## config.mk

```make
export PLATFORM = sky130hd
export DESIGN_NAME = asi_arbiter
export DESIGN_NICKNAME = d
export VERILOG_FILES = /design/src/rtl/asi_arbiter.sv
export SDC_FILE = /design/constraint.sdc
export NUM_CORES = 1
export LEC_CHECK = 0
export ABC_AREA = 1
export BUFFER_PORTS_ARGS = -buffer_cell sky130_fd_sc_hd__buf_2
export CAP_MARGIN = 25
export CORE_AREA = 3 3 40 42
export DETAILED_ROUTE_END_ITERATION = 8
export DIE_AREA = 0 0 43 45
export GPL_TIMING_DRIVEN = 0
export SLEW_MARGIN = 0
export SYNTH_ARGS = -nofsm -noshare
export SYNTH_HDL_FRONTEND = slang
export SYNTH_SLANG_ARGS = --single-unit
```

## constraint.sdc

```tcl
create_clock -name usr_clk -period 1.6 [get_ports usr_clk]
set_clock_uncertainty 0.1 [all_clocks]
set_input_delay 0.24 -clock usr_clk [delete_from_list [all_inputs] [get_ports usr_clk]]
set_output_delay 0.24 -clock usr_clk [all_outputs]
set_load 0.005 [all_outputs]
```

## src/rtl/asi_arbiter.sv

```systemverilog
// ---------------------------------------------------------------------------
// asi_arbiter
//
// Arbitrates ownership of a single user port between a read side and a write
// side. One side is the priority side (ASI_ARB); a starvation counter forces a
// grant to the other side after ARB_STARVE consecutive priority-side wins while
// it waits. Once a side is granted it keeps the port for the whole burst
// (until strobe && last). A granted side that withdraws its request before its
// first strobe gives the port back. Arbitration is re-run in the burst-end
// cycle, so bursts can follow each other with no idle cycle in between.
//
// Parameters
//   ASI_ARB      1 = read side has priority, 0 = write side has priority
//   ARB_STARVE   1..15, max consecutive priority-side grants while the other
//                side is requesting
//
// Ports
//   usr_clk       in   clock, all state updates on the rising edge
//   usr_reset     in   synchronous active-high reset
//   usr_rrequest  in   read side has a burst waiting to start
//   usr_re        in   read beat strobe
//   usr_rlast     in   final read beat (qualified by usr_re)
//   usr_rgrant    out  read side owns the port
//   usr_wrequest  in   write side has a burst waiting to start
//   usr_we        in   write beat strobe
//   usr_wlast     in   final write beat (qualified by usr_we)
//   usr_wgrant    out  write side owns the port
//   arb_busy      out  a burst is granted (RD or WR)
//   arb_err       out  sticky protocol-violation flag
// ---------------------------------------------------------------------------
module asi_arbiter #(
  parameter int unsigned ASI_ARB    = 0,
  parameter int unsigned ARB_STARVE = 4
) (
  input  logic usr_clk,
  input  logic usr_reset,
  input  logic usr_rrequest,
  input  logic usr_re,
  input  logic usr_rlast,
  output logic usr_rgrant,
  input  logic usr_wrequest,
  input  logic usr_we,
  input  logic usr_wlast,
  output logic usr_wgrant,
  output logic arb_busy,
  output logic arb_err
);

  typedef enum logic [1:0] {
    ST_IDLE = 2'd0,
    ST_RD   = 2'd1,
    ST_WR   = 2'd2
  } state_e;

  localparam logic [3:0] STARVE_MAX = 4'(ARB_STARVE);
  localparam bit         RD_PRIO    = (ASI_ARB != 0);

  state_e     state_q, state_d;
  logic [3:0] starve_q, starve_d;
  logic       rd_started_q, rd_started_d;
  logic       wr_started_q, wr_started_d;
  logic       err_q, err_d;

  // Arbitration decision, shared by IDLE and every burst-end cycle.
  logic       prio_req, other_req, starve_hit, pick_other;
  state_e     prio_state, other_state, decide_state;
  logic [3:0] decide_starve;

  // NOTE: every signal assigned in an always_comb gets a default first, so no
  // path through the block can leave it unassigned and infer a latch.
  always_comb begin
    prio_req      = RD_PRIO ? usr_rrequest : usr_wrequest;
    other_req     = RD_PRIO ? usr_wrequest : usr_rrequest;
    prio_state    = RD_PRIO ? ST_RD : ST_WR;
    other_state   = RD_PRIO ? ST_WR : ST_RD;
    starve_hit    = (starve_q == STARVE_MAX);
    pick_other    = other_req && (!prio_req || starve_hit);
    decide_state  = ST_IDLE;
    decide_starve = '0;
    if (pick_other) begin
      decide_state = other_state;
    end else if (prio_req) begin
      decide_state = prio_state;
      // Saturation is implicit: at the limit the other side wins instead, so
      // the increment never runs past STARVE_MAX.
      if (other_req) decide_starve = starve_q + 4'd1;
    end
  end

  logic rd_end, wr_end;
  assign rd_end = usr_re && usr_rlast;
  assign wr_end = usr_we && usr_wlast;

  always_comb begin
    state_d      = state_q;
    starve_d     = starve_q;
    rd_started_d = rd_started_q;
    wr_started_d = wr_started_q;
    err_d        = err_q
                 | (usr_re && (state_q != ST_RD))
                 | (usr_we && (state_q != ST_WR))
                 | (usr_rlast && !usr_re)
                 | (usr_wlast && !usr_we);
    unique case (state_q)
      ST_IDLE: begin
        state_d  = decide_state;
        starve_d = decide_starve;
      end
      ST_RD: begin
        if (rd_end) begin
          state_d      = decide_state;
          starve_d     = decide_starve;
          rd_started_d = 1'b0;
        end else if (!rd_started_q && !usr_re && !usr_rrequest) begin
          // Request withdrawn before the burst ever started.
          state_d      = ST_IDLE;
          rd_started_d = 1'b0;
        end else if (usr_re) begin
          rd_started_d = 1'b1;
        end
      end
      ST_WR: begin
        if (wr_end) begin
          state_d      = decide_state;
          starve_d     = decide_starve;
          wr_started_d = 1'b0;
        end else if (!wr_started_q && !usr_we && !usr_wrequest) begin
          state_d      = ST_IDLE;
          wr_started_d = 1'b0;
        end else if (usr_we) begin
          wr_started_d = 1'b1;
        end
      end
      default: state_d = ST_IDLE;
    endcase
  end

  // NOTE: state registers use non-blocking assignments so every flop samples
  // the pre-edge values regardless of statement order.
  always_ff @(posedge usr_clk) begin
    if (usr_reset) begin
      state_q      <= ST_IDLE;
      starve_q     <= '0;
      rd_started_q <= 1'b0;
      wr_started_q <= 1'b0;
      err_q        <= 1'b0;
    end else begin
      state_q      <= state_d;
      starve_q     <= starve_d;
      rd_started_q <= rd_started_d;
      wr_started_q <= wr_started_d;
      err_q        <= err_d;
    end
  end

  assign usr_rgrant = (state_q == ST_RD);
  assign usr_wgrant = (state_q == ST_WR);
  assign arb_busy   = (state_q != ST_IDLE);
  assign arb_err    = err_q;

endmodule
```

======== Yosys cells after proc, flatten, opt, wreduce, memory -nomap -nowiden ========
Cells that the tools add are included.
cells by class
  $add $sub $neg .......................... 1
  equality and inequality tests ........... 9
  mux-type cells .......................... 19
  bitwise gates (word level) .............. 4
  reduce and logical (&&, ||, !) cells .... 27
operators by type and width
  cell                                           number
  two-way mux 4 bit                              5
  two-way mux 2 bit                              6
  case mux 4 bit (3 select lines)                1
  logical AND 1 bit                              11
  nonzero test 3 bit                             3
  logical NOT 1 bit                              6
  two-way mux 1 bit                              6
  != test 2 x 1 -> 1 bit, second input constant  3
  != test 3 x 1 -> 1 bit, second input constant  2
  case mux 2 bit (3 select lines)                1
  AND reduction 2 bit                            3
  adder 4 x 1 -> 4 bit, second input constant    1
  == test 4 x 3 -> 1 bit, second input constant  1
  bitwise OR 1 bit                               4
  AND reduction 3 bit                            1
  == test 2 x 1 -> 1 bit, second input constant  1
  == test 2 bit, second input constant           1
  logical NOT 2 bit                              1
  != test 2 bit, second input constant           1
  nonzero test 2 bit                             1
  logical OR 1 bit                               1
storage, ports and cells
  register bits after elaboration ......... 9
  bits of input ports ..................... 8
  output and inout bits ................... 4
  word-level logic and storage cells ...... 65

======== Logic depth before layout (Yosys ltp) ========
Gate-level depths: netlist of the first run.
  depth in word-level cells ............... 6
  gate-level depth with buffers ........... 8
  mapped depth without buffers ............ 8

======== Worst setup path after synthesis of the first run ========
No wires, ideal clock.
  path type ............................... flip-flop to flip-flop
  start point ............................. register starve_q[0]
  end point ............................... register state_q[0]
  setup time .............................. 0.111 ns
  arrival ................................. 0.945 ns
  data required time ...................... 1.389 ns
  path slack .............................. 0.443 ns
  cell stages (with the launch flop) ...... 9
  path buffers ............................ 0
  period minus slack after synthesis ...... 1.157 ns
  cell sequence ........................... dfxtp_1 -> inv_1 -> ha_1 -> nand3_1 -> nand2_1 -> nand2_1 -> nor2_1 -> nor2_1 -> nor2_1
on the way
  longest elaborated chain between the ends .. 6
  elaborated cells on any way between the ends .. 7
  classes of those cells .................. 1 x eq/ne; 4 x mux; 2 x reduce/logical
RTL lines
  item                                         RTL line  text
  start: declaration                           59        logic [3:0] starve_q, starve_d;
  start signal: assignment                     149       starve_q <= starve_d;
  == test 4 x 3 -> 1 bit *                     76        starve_hit = (starve_q == STARVE_MAX);
  logical OR 1 bit *                           77        pick_other = other_req && (!prio_req || starve_hit);
  logical AND 1 bit *                          77
  two-way mux 2 bit *                          80        if (pick_other) begin
  two-way mux 2 bit, on equally long branches  123, 110
  case mux 2 bit (3 select lines) *            104       unique case (state_q)
  end signal: assignment                       148       state_q <= state_d;
  end: declaration                             58        state_e state_q, state_d;
Every way passes the cells marked *; elsewhere a longest branch is shown, timed or not.
A chain may end at the register's enable or synchronous reset.

======== Final worst setup path of the first run ========
  start point ............................. register state_q[0]
  end point ............................... output port arb_busy
on the way
  longest elaborated chain between the ends .. 1
RTL lines
  item                RTL line  text
  nonzero test 2 bit  158       assign arb_busy = (state_q != ST_IDLE);
  end: declaration    45        output logic arb_busy,
Every way passes these cells.

==> flow_summary_export.csv, run 1 <==
group,metric,value,unit
clock_network,cts_max_path_buffers,2,
logic_synthesis,synthArstFlopShare,0,%
placement,dpl.hpwl,873.5,µm
outcome,outcome,"complete, no violations",
global_route,grt_pass1_vias,500,
clock_network,clk_latency,0.26,ns
routing,num_vias,536,
timing,max_freq,732.1,MHz
worst_setup_path,critPathRequiredTime,1.26,ns
logic_synthesis,yosysMostFrequentCell,"nand2_1",
logic_synthesis,synth_edf_count,0,
logic_synthesis,syn-num-nets,93,
logic_synthesis,netlist_area,550.5,µm²
timing,relSlewSlack,83.92,%
timing,worst_pin_slew,0.2408,ns
routing,drc,0,
logic_synthesis,synth_ff_type,"dfxtp_1",
pwr,p_per_area,833.0,nW/µm²
clock_network,postCtsSetupRepairBufs,0,
logic_synthesis,synthDistinctLibCells,20,
clock_network,cts.sinks,9,
pwr,ir_worst_vdd,0.4242,mV
clock_network,clock-root-buffer,"clkbuf_4",
timing,layout_min_cycle_time,1.366,ns
job,cap_violations,0,
placement,port_buffers,11,
logic_synthesis,synth_area_leaders,"dfxtp_1 (33%), nand2_1 (15%), inv_1 (8.9%)",
global_route,grt_usage,13.55,%
worst_setup_path,cp_data_arrival_time,1.03,ns
worst_setup_path,worstPathMaxFanout,4,
worst_setup_path,end_kind,"output pin",
routing,viasPerCell,4.743,
floorplan,die_width,43,µm
routing,wl_per_cell,9.947,µm
worst_setup_path,critPathTopFamily,"flip-flops",
finish,syn_to_final_growth,18.18,%
logic_synthesis,synth.avg_cell_area,6.633,µm²
routing,detail-route-antenna-nets,0,
global_route,grt_remaining_overflow,0,
logic_synthesis,synth_seq_area_share,32.73,%
worst_setup_path,worstSetupStartpointType,"register",
worst_setup_path,slowest_stage,"dfxtp_1",
placement,gp_congestion,0.7358,
logic_synthesis,synth_commonest_cells,"nand2_1 (22), inv_1 (13), dfxtp_1 (9), nor2_1 (9), nand3_1 (6)",
logic_synthesis,yosysWarnings,0,
floorplan,die_h,45,µm
timing,fin_crit_sh,85.37,%
finish,finish.net_count,109,
logic_synthesis,synth_cells,83,
timing,rsz0062_at_grt,"false",
timing,finalSetupViolCount,0,
global_route,grt_max_degree,7,
finish,antenna_cells,0,
pwr,leakagePower,0.0003110,µW
floorplan,start_util,42.84,%
pwr,p_total,542.0,µW
floorplan,rows,13,
timing,hold_viol_final,0,
finish,drive_gt1_share,25.51,%
finish,stdcell_area,650.6,µm²
routing,first_iter_violations,5,
clock_network,cts_tree,"done",
routing,firstDrtPassIters,4,
clock_network,numCtsBuffers,3,
min_path,hold_path_class,"input pin to register",
worst_setup_path,critPathKind,"register to output pin",
worst_setup_path,r2r_setup_slack,0.33,ns
routing,wl,1124,µm
timing,worst_hold_slack,0.08130,ns
logic_synthesis,yosysTopAreaCell,"dfxtp_1",
clock_network,cts_resized,0,
global_route,antenna_found_initial,0,
placement,place_area,624.3,µm²
timing,setup_tns,0,ns
worst_setup_path,critPathBufInv,2,
clock_network,clkTransAtPathRegs,0.06,ns
clock_network,postCtsHoldBufs,0,
floorplan,fp.coreArea,1285,µm²
worst_setup_path,max_stage_delay,0.45,ns
clock_network,h-tree-depth,1,
logic_synthesis,yosysTopAreaCellShare,32.73,%
worst_setup_path,cp_cell_sequence,"inv_2, nand2_1, buf_2",
logic_synthesis,ys_ff_latch,9,
global_route,grt_pass1_wl,1925,µm
floorplan,fp.dieArea,1935,µm²
timing,slew_viol_final,0,
floorplan,io_pins,12,
-- per-stage QoR --
step	worst slack, ns	util [%]	instances
after floorplan	0.4433	-	83
final	0.2340	50.63	113
after global routing	0.1700	50.63	113
after CTS	0.2237	50.63	113
after global placement	0.3333	48.59	109
after detailed placement	0.3442	48.59	109
-- final timing paths --
kind                             startpoint  cells past startpoint                         to
hold / removal                    usr_reset                      2    state_q[1]$_SDFFE_PP0P_
hold reg to reg   wr_started_q$_SDFFE_PP0P_                      2  wr_started_q$_SDFFE_PP0P_
setup / recovery    state_q[0]$_SDFFE_PP0P_                      3                   arb_busy
setup reg to reg   starve_q[0]$_SDFFE_PP0P_                      8    state_q[0]$_SDFFE_PP0P_
-- where the power goes --
part	switching, µW	total (µW)	leakage, µW	internal [µW]
combinational	65.8	109	0.000222	43.0
clock	88.7	185	0.0000150	96.4
sequential	11.7	248	0.0000736	236
total	166	542	0.000311	376
-- layer usage --
metal	up-vias	part of all wire (%)	track usage (%)
li1	291	-	-
met1	230	47	15.61
met2	10	45	22.16
met3	5	5.1	3.586
met4	0	2.7	9.036
met5	-	0	0
-- final cells by class --
cell class / count / area, µm²
Fill cell: 136 / 634.4
Multi-Input combinational cell: 59 / 314.1
Sequential cell: 9 / 180.2
Inverter: 15 / 56.30
Timing Repair Buffer: 11 / 55.05
Clock buffer: 4 / 26.28
Tap cell: 15 / 18.77
-- logic make-up (layout without fill, tap and decap cells) --
logic type / after synthesis / after routing / synth area share, %
fa+ha+maj: 2 / 2 / 4.545
compound gates: 9 / 9 / 10.23
simple gates: 48 / 48 / 42.28
flops: 9 / 9 / 32.73
buf+inv: 15 / 30 / 10.23
-- sequential cells by signal, indices dropped and copies added (netlist names) --
signal,count
starve_q,4
wr_started_q,1
arb_err,1
rd_started_q,1
state_q,2
-- placed cells by master (no fill, tap or decap), types with 3 or more instances in the layout --
cell type and instances:
inv_1 13, nand2_1 22, o21ai_0 3, dfxtp_1 9, clkbuf_4 3, a21oi_1 3, nand3_1 6, nor2_1 9
buf_2 11
(Power assumes the default switching activity.)
==> run 2: changes to the inputs <==
--- a/config.mk
+++ b/config.mk
@@ -6,11 +6,11 @@
 export NUM_CORES = 1
 export LEC_CHECK = 0
 export ABC_AREA = 1
-export BUFFER_PORTS_ARGS = -buffer_cell sky130_fd_sc_hd__buf_2
 export CAP_MARGIN = 25
 export CORE_AREA = 3 3 40 42
 export DETAILED_ROUTE_END_ITERATION = 8
 export DIE_AREA = 0 0 43 45
+export DONT_BUFFER_PORTS = 1
 export GPL_TIMING_DRIVEN = 0
 export SLEW_MARGIN = 0
 export SYNTH_ARGS = -nofsm -noshare
==> constraint.sdc (replaced) <==
create_clock -name usr_clk -period 1.3 [get_ports usr_clk]
set_clock_uncertainty 0.1 [all_clocks]
set_input_delay 0.195 -clock usr_clk [delete_from_list [all_inputs] [get_ports usr_clk]]
set_output_delay 0.195 -clock usr_clk [all_outputs]
set_load 0.005 [all_outputs]
==> run 2 against run 1 <==
Die area stayed put. Via count is 4.3% lower. Highest routed layer unchanged. Wire length is 1.2% lower. Power up 18%. Count of clock-buffer cells in the layout unchanged. Register-to-register slack got worse by 0.23 ns.
==> flow_summary_export.csv, run 2 (same netlist as run 1, synthesis figures left out) <==
group,metric,value,unit
outcome,outcome,"complete, no violations",
finish,finish.net_count,100,
worst_setup_path,worstSetupStartpointType,"register",
timing,hold_viol_final,0,
placement,port_buffers,0,
worst_setup_path,cp_cell_sequence,"inv_2, ha_1, nand3_1, nand2_2, nand2_2, nor2_1, nor2_1, nor2_1",
min_path,worstHoldStart,"usr_re",
timing,fin_ws,0.09858,ns
global_route,grt_pass1_wl,1987,µm
timing,relSlewSlack,84.57,%
routing,wl_per_cell,10.67,µm
floorplan,start_util,42.84,%
finish,stdcell_area,628.1,µm²
finish,mostFrequentLayoutCells,"nand2_1 (20), inv_1 (12), nor2_1 (8), nand3_1 (6), dfxtp_1 (5)",
global_route,antenna_found_initial,0,
clock_network,postCtsSetupRepairBufs,0,
global_route,grt_remaining_overflow,0,
worst_setup_path,max_stage_delay,0.36,ns
clock_network,numCtsBuffers,3,
finish,fillers,136,
routing,viasPerCell,4.933,
floorplan,rows,13,
floorplan,die_width,43,µm
finish,largest_register_ffs,4,
min_path,hold_path_class,"input pin to register",
placement,place_area,569.3,µm²
finish,antenna_cells,0,
clock_network,cts_max_path_buffers,2,
min_path,hold_end,"rd_started_q$_SDFFE_PP0P_",
pwr,p_per_area,1022,nW/µm²
clock_network,clk_latency,0.26,ns
finish,top_register,"starve_q",
routing,drc,0,
floorplan,fp.dieArea,1935,µm²
placement,dpl.hpwl,897.9,µm
worst_setup_path,critPathRequiredTime,1.35,ns
routing,first_iter_violations,14,
job,cap_violations,0,
clock_network,cts_tree,"done",
finish,syn_to_final_growth,14.09,%
timing,layout_min_cycle_time,1.201,ns
clock_network,clock-root-buffer,"clkbuf_4",
global_route,grt_pass1_vias,493,
finish,final_common_cell,"nand2_1",
timing,rsz0062_at_grt,"true",
worst_setup_path,worstPathMaxFanout,4,
timing,fin_crit_sh,92.42,%
placement,dp_cells,98,
worst_setup_path,slowest_stage,"dfxtp_2",
timing,finalSetupViolCount,0,
worst_setup_path,rr_startpoint,"starve_q[0]$_SDFFE_PP0P_",
timing,slew_viol_final,0,
worst_setup_path,r2r_setup_slack,0.1,ns
routing,num_vias,513,
placement,gp_congestion,0.7514,
placement,pre_cts_slack,0.03638,ns
timing,worst_hold_slack,0.002141,ns
routing,firstDrtPassIters,2,
timing,worst_pin_slew,0.2291,ns
worst_setup_path,reg2regPathDepth,8,
routing,detail-route-antenna-nets,0,
clock_network,clkTransAtPathRegs,0.06,ns
finish,finalNonFillerCells,104,
clock_network,h-tree-depth,1,
floorplan,fp.coreArea,1285,µm²
finish,drive_gt1_share,24.72,%
worst_setup_path,critPathKind,"register to register",
clock_network,cts.sinks,9,
worst_setup_path,path_common_cell,"nor2_1",
min_path,hold_path_depth,2,
floorplan,die_h,45,µm
pwr,leakagePower,0.0002744,µW
global_route,grt_usage,14.01,%
finish,reg_top3,"starve_q (4), state_q (2)",
worst_setup_path,cp_data_arrival_time,1.25,ns
worst_setup_path,r2r_end,"state_q[0]$_SDFFE_PP0P_",
worst_setup_path,end_kind,"register",
finish,post-route-util,48.88,%
routing,wl,1110,µm
pwr,ir_worst_vdd,0.4400,mV
global_route,grt_max_degree,7,
timing,max_freq,832.3,MHz
floorplan,io_pins,12,
## run 2: how the worst max path moves through the flow
stage | to | depth (start not counted) | from | slack (ns)
3_5_place_dp | arb_err$_SDFF_PP0_ | 7 | state_q[0]$_SDFFE_PP0P_ | 0.04
4_1_cts | state_q[0]$_SDFFE_PP0P_ | 8 | starve_q[0]$_SDFFE_PP0P_ | 0.02
5_1_grt | state_q[0]$_SDFFE_PP0P_ | 8 | starve_q[0]$_SDFFE_PP0P_ | -0.03
2_1_floorplan | state_q[0]$_SDFFE_PP0P_ | 8 | starve_q[0]$_SDFFE_PP0P_ | 0.14
6_report | state_q[0]$_SDFFE_PP0P_ | 8 | starve_q[0]$_SDFFE_PP0P_ | 0.1
3_3_place_gp | state_q[0]$_SDFFE_PP0P_ | 8 | starve_q[0]$_SDFFE_PP0P_ | 0.05
## run 2: timing repair
item | CTS | global route
hold buffers | 1 | 1
setup endpoints to repair | 0 | 7
resized for setup | 0 | 8
endpoints found under the hold margin | 3 | 1
## run 2: layout make-up
| cell class | count | area, µm² | share of cell area (%) |
|---|---|---|---|
| clock buffer | 4 | 26.28 | 4.183 |
| inverter | 15 | 56.30 | 8.964 |
| multi-input combinational | 59 | 321.6 | 51.20 |
| sequential | 9 | 185.2 | 29.48 |
| tap | 15 | 18.77 | 2.988 |
| timing repair buffer | 2 | 20.02 | 3.187 |
## run 2: power breakdown
| group | leakage [µW] | total [µW] | switching (µW) | internal, µW |
|---|---|---|---|---|
| sequential | 0.0000752 | 309 | 15.7 | 293 |
| combinational | 0.000184 | 114 | 69.8 | 43.8 |
| clock | 0.0000150 | 219 | 101 | 119 |
## run 2: through the flow
| stage | TNS, ns | total power (µW) |
|---|---|---|
| final | 0 | 641.8 |
| after global routing | -0.04151 | 686.4 |
| after CTS | 0 | 644.0 |
| after detailed placement | 0 | 419.5 |
| after global placement | 0 | 418.5 |
| after floorplan | 0 | 400.8 |
## run 2: worst max-delay path, delay by kind of cell, from the launching register on
family                   cells  cell delay [ns]
adder cells (fa/ha/maj)      1             0.18
buffers and inverters        1             0.04
flip-flops                   1             0.36
AND/OR/NAND/NOR              6             0.41
## run 2: routing by layer
layer	vias to the layer above	part of all wire [%]	track usage, %
li1	274	-	-
met1	223	45	16.46
met2	11	45	22.75
met3	5	6.3	3.586
met4	0	2.8	9.036
met5	-	0	0
==> run 3: changes to the inputs <==
--- a/config.mk
+++ b/config.mk
@@ -5,7 +5,6 @@
 export SDC_FILE = /design/constraint.sdc
 export NUM_CORES = 1
 export LEC_CHECK = 0
-export ABC_AREA = 1
 export CAP_MARGIN = 25
 export CORE_AREA = 3 3 40 42
 export DETAILED_ROUTE_END_ITERATION = 8
==> constraint.sdc (replaced) <==
create_clock -name usr_clk -period 1.3 [get_ports usr_clk]
set_clock_uncertainty 0.1 [all_clocks]
set_input_delay 0.195 -clock usr_clk [delete_from_list [all_inputs] [get_ports usr_clk]]
set_output_delay 0.195 -clock usr_clk [all_outputs]
set_load 0.02 [all_outputs]
==> run 3 against run 2 <==
The flow now finishes with violations (negative setup slack). Sequential share of layout area down 1.3 points. Critical path depth down 4. Via count down 6.4%. Clock power about the same. Critical path type unchanged. Critical endpoint is now state_q[1]$_SDFFE_PP0P_. Largest cell class unchanged.
==> flow_summary_export.csv, run 3 <==
group,metric,value,unit
outcome,outcome,"complete, but fails checks",
outcome,violations,"negative setup slack",
logic_synthesis,yosysWarnings,0,
finish,final_common_cell,"a21oi_1",
logic_synthesis,synth_area_leaders,"dfxtp_1 (38%), a21oi_1 (8.4%), ha_1 (5.2%)",
pwr,leakagePower,0.0002305,µW
finish,stdcell_area,660.6,µm²
logic_synthesis,synth_cells,57,
finish,finish.net_count,81,
global_route,grt_remaining_overflow,0,
routing,num_vias,480,
logic_synthesis,synth_commonest_cells,"dfxtp_1 (9), a21oi_1 (8), nand2_1 (6), inv_1 (4)",
timing,rsz0062_at_grt,"true",
worst_setup_path,worstPathMaxFanout,2,
logic_synthesis,synthDistinctLibCells,24,
floorplan,die_h,45,µm
routing,wl_per_cell,13.47,µm
pwr,p_per_area,987.7,nW/µm²
global_route,grt_max_degree,11,
global_route,grt_usage,13.01,%
finish,fillers,112,
worst_setup_path,cp_data_arrival_time,1.54,ns
logic_synthesis,ys_ff_latch,9,
routing,drc,0,
timing,relSlewSlack,69.63,%
timing,fin_crit_sh,111.4,%
global_route,grt_pass1_vias,465,
global_route,antenna_found_initial,0,
routing,viasPerCell,5.647,
placement,dpl.hpwl,748.1,µm
clock_network,clk_latency,0.26,ns
job,cap_violations,0,
logic_synthesis,netlist_area,476.7,µm²
floorplan,fp.dieArea,1935,µm²
logic_synthesis,synth.avg_cell_area,8.363,µm²
placement,port_buffers,0,
pwr,ir_worst_vdd,0.6203,mV
timing,slew_viol_final,0,
placement,place_area,504.2,µm²
finish,largest_register_ffs,4,
floorplan,start_util,37.10,%
logic_synthesis,yosysTopAreaCell,"dfxtp_1",
worst_setup_path,critPathRequiredTime,1.40,ns
finish,post-route-util,51.41,%
logic_synthesis,yosysMostFrequentCell,"dfxtp_1",
logic_synthesis,synth_ff_type,"dfxtp_1",
clock_network,cts_max_path_buffers,2,
finish,top_register,"starve_q",
clock_network,cts_tree,"done",
floorplan,fp.coreArea,1285,µm²
finish,antenna_cells,0,
timing,finalSetupViolCount,7,
placement,gp_congestion,0.6992,
logic_synthesis,synth_edf_count,0,
floorplan,io_pins,12,
timing,hold_viol_final,0,
clock_network,clkTransAtPathRegs,0.06,ns
logic_synthesis,synth_seq_area_share,37.80,%
finish,drive_gt1_share,34.29,%
clock_network,cts.sinks,9,
global_route,grt_pass1_wl,1897,µm
finish,reg_top3,"starve_q (4), state_q (2)",
timing,layout_min_cycle_time,1.448,ns
finish,syn_to_final_growth,38.58,%
worst_setup_path,worstSetupStartpointType,"register",
worst_setup_path,critPathKind,"register to register",
routing,wl,1145,µm
timing,fin_ws,-0.1482,ns
worst_setup_path,end_kind,"register",
routing,detail-route-antenna-nets,0,
clock_network,numCtsBuffers,3,
clock_network,clock-root-buffer,"clkbuf_4",
finish,mostFrequentLayoutCells,"a21oi_1 (7), dfxtp_1 (6), nand2_1 (5), buf_4 (5), dlygate4sd3_1 (4)",
timing,worst_pin_slew,0.4555,ns
logic_synthesis,syn-num-nets,67,
floorplan,die_width,43,µm
logic_synthesis,yosysTopAreaCellShare,37.80,%
clock_network,h-tree-depth,1,
floorplan,rows,13,
routing,first_iter_violations,4,
logic_synthesis,synthArstFlopShare,0,%
min_path,hold_path_class,"input pin to register",
timing,max_freq,690.5,MHz
routing,firstDrtPassIters,4,
-- run 3: cell types whose count changed after synthesis, moves of 4 or more --
| cell | change |
|---|---|
| nand2_1 | -16 |
| inv_1 | -9 |
| nor2_1 | -7 |
| a21oi_1 | +5 |
| nand3_1 | -4 |
-- run 3: through the flow --
stage | cells | TNS [ns] | hold WS, ns | setup WS (ns) | total power (µW)
3_3_place_gp | 72 | -0.8213 | 0.2097 | -0.2120 | 392.5
3_5_place_dp | 72 | -0.9570 | 0.2104 | -0.2361 | 393.6
4_1_cts | 84 | -0.3040 | 0.009626 | -0.1730 | 652.1
6_report | 85 | -0.3269 | 0.005996 | -0.1482 | 652.5
5_1_grt | 85 | -0.9658 | 0.02775 | -0.2134 | 686.9
2_1_floorplan | 57 | -0.2446 | 0.2047 | -0.1226 | 378.5
-- run 3: final timing paths --
check             depth (start not counted)                   endpoint                 startpoint  slack [ns]
hold reg to reg                           2  rd_started_q$_SDFFE_PP0P_  rd_started_q$_SDFFE_PP0P_        0.40
hold / removal                            2    state_q[1]$_SDFFE_PP0P_                  usr_reset       0.006
setup / recovery                          4    state_q[1]$_SDFFE_PP0P_    state_q[0]$_SDFFE_PP0P_       -0.15
setup reg to reg                          4    state_q[1]$_SDFFE_PP0P_    state_q[0]$_SDFFE_PP0P_       -0.15
-- run 3: repair_timing --
| action | in CTS | in global routing |
|---|---|---|
| hold buffers | 4 | 0 |
| endpoints found under the hold margin | 2 | 0 |
| resized for setup | 11 | 6 |
| setup endpoints to repair | 10 | 12 |
| setup buffers | 4 | 2 |
| pin swaps | 2 | 5 |
-- run 3: metal layers --
layer / up-vias / GRT usage, % / routed length (µm)
met5: - / 0 / 0
met4: 0 / 9.036 / 25
met3: 4 / 2.789 / 65
met2: 9 / 20.36 / 550
met1: 228 / 15.98 / 504
li1: 239 / - / -
-- run 3: cell type report --
type / instances / area [µm²] / share of cell area, %
multi-input combinational: 43 / 332.8 / 50.38
sequential: 9 / 186.4 / 28.22
timing repair buffer: 9 / 77.57 / 11.74
clock buffer: 4 / 26.28 / 3.977
tap: 15 / 18.77 / 2.841
inverter: 4 / 15.01 / 2.273
buffer: 1 / 3.754 / 0.5682
-- run 3: kinds of logic (layout without fill, tap and decap cells) --
logic type	count (synthesis)	in the layout	synth area share, %
buffers and inverters	5	18	3.935
adder cells (fa/ha/maj)	2	2	5.249
flip-flops	9	9	37.79
AO/OA/AOI/OAI	21	21	30.45
AND/OR/NAND/NOR	20	20	22.57
-- run 3: worst max-delay path, stage by stage, from the launching register on --
cell and delay [ns]:
dfxtp_4 0.34, a21boi_4 0.13, o22a_2 0.22, or4b_1 0.51, o21ai_1 0.08
-- run 3: power breakdown --
part | switching, µW | internal, µW | total (µW)
Clock | 102 | 118 | 221
Sequential | 13.5 | 288 | 302
Combinational | 64.6 | 65.8 | 130
Total | 180 | 472 | 652
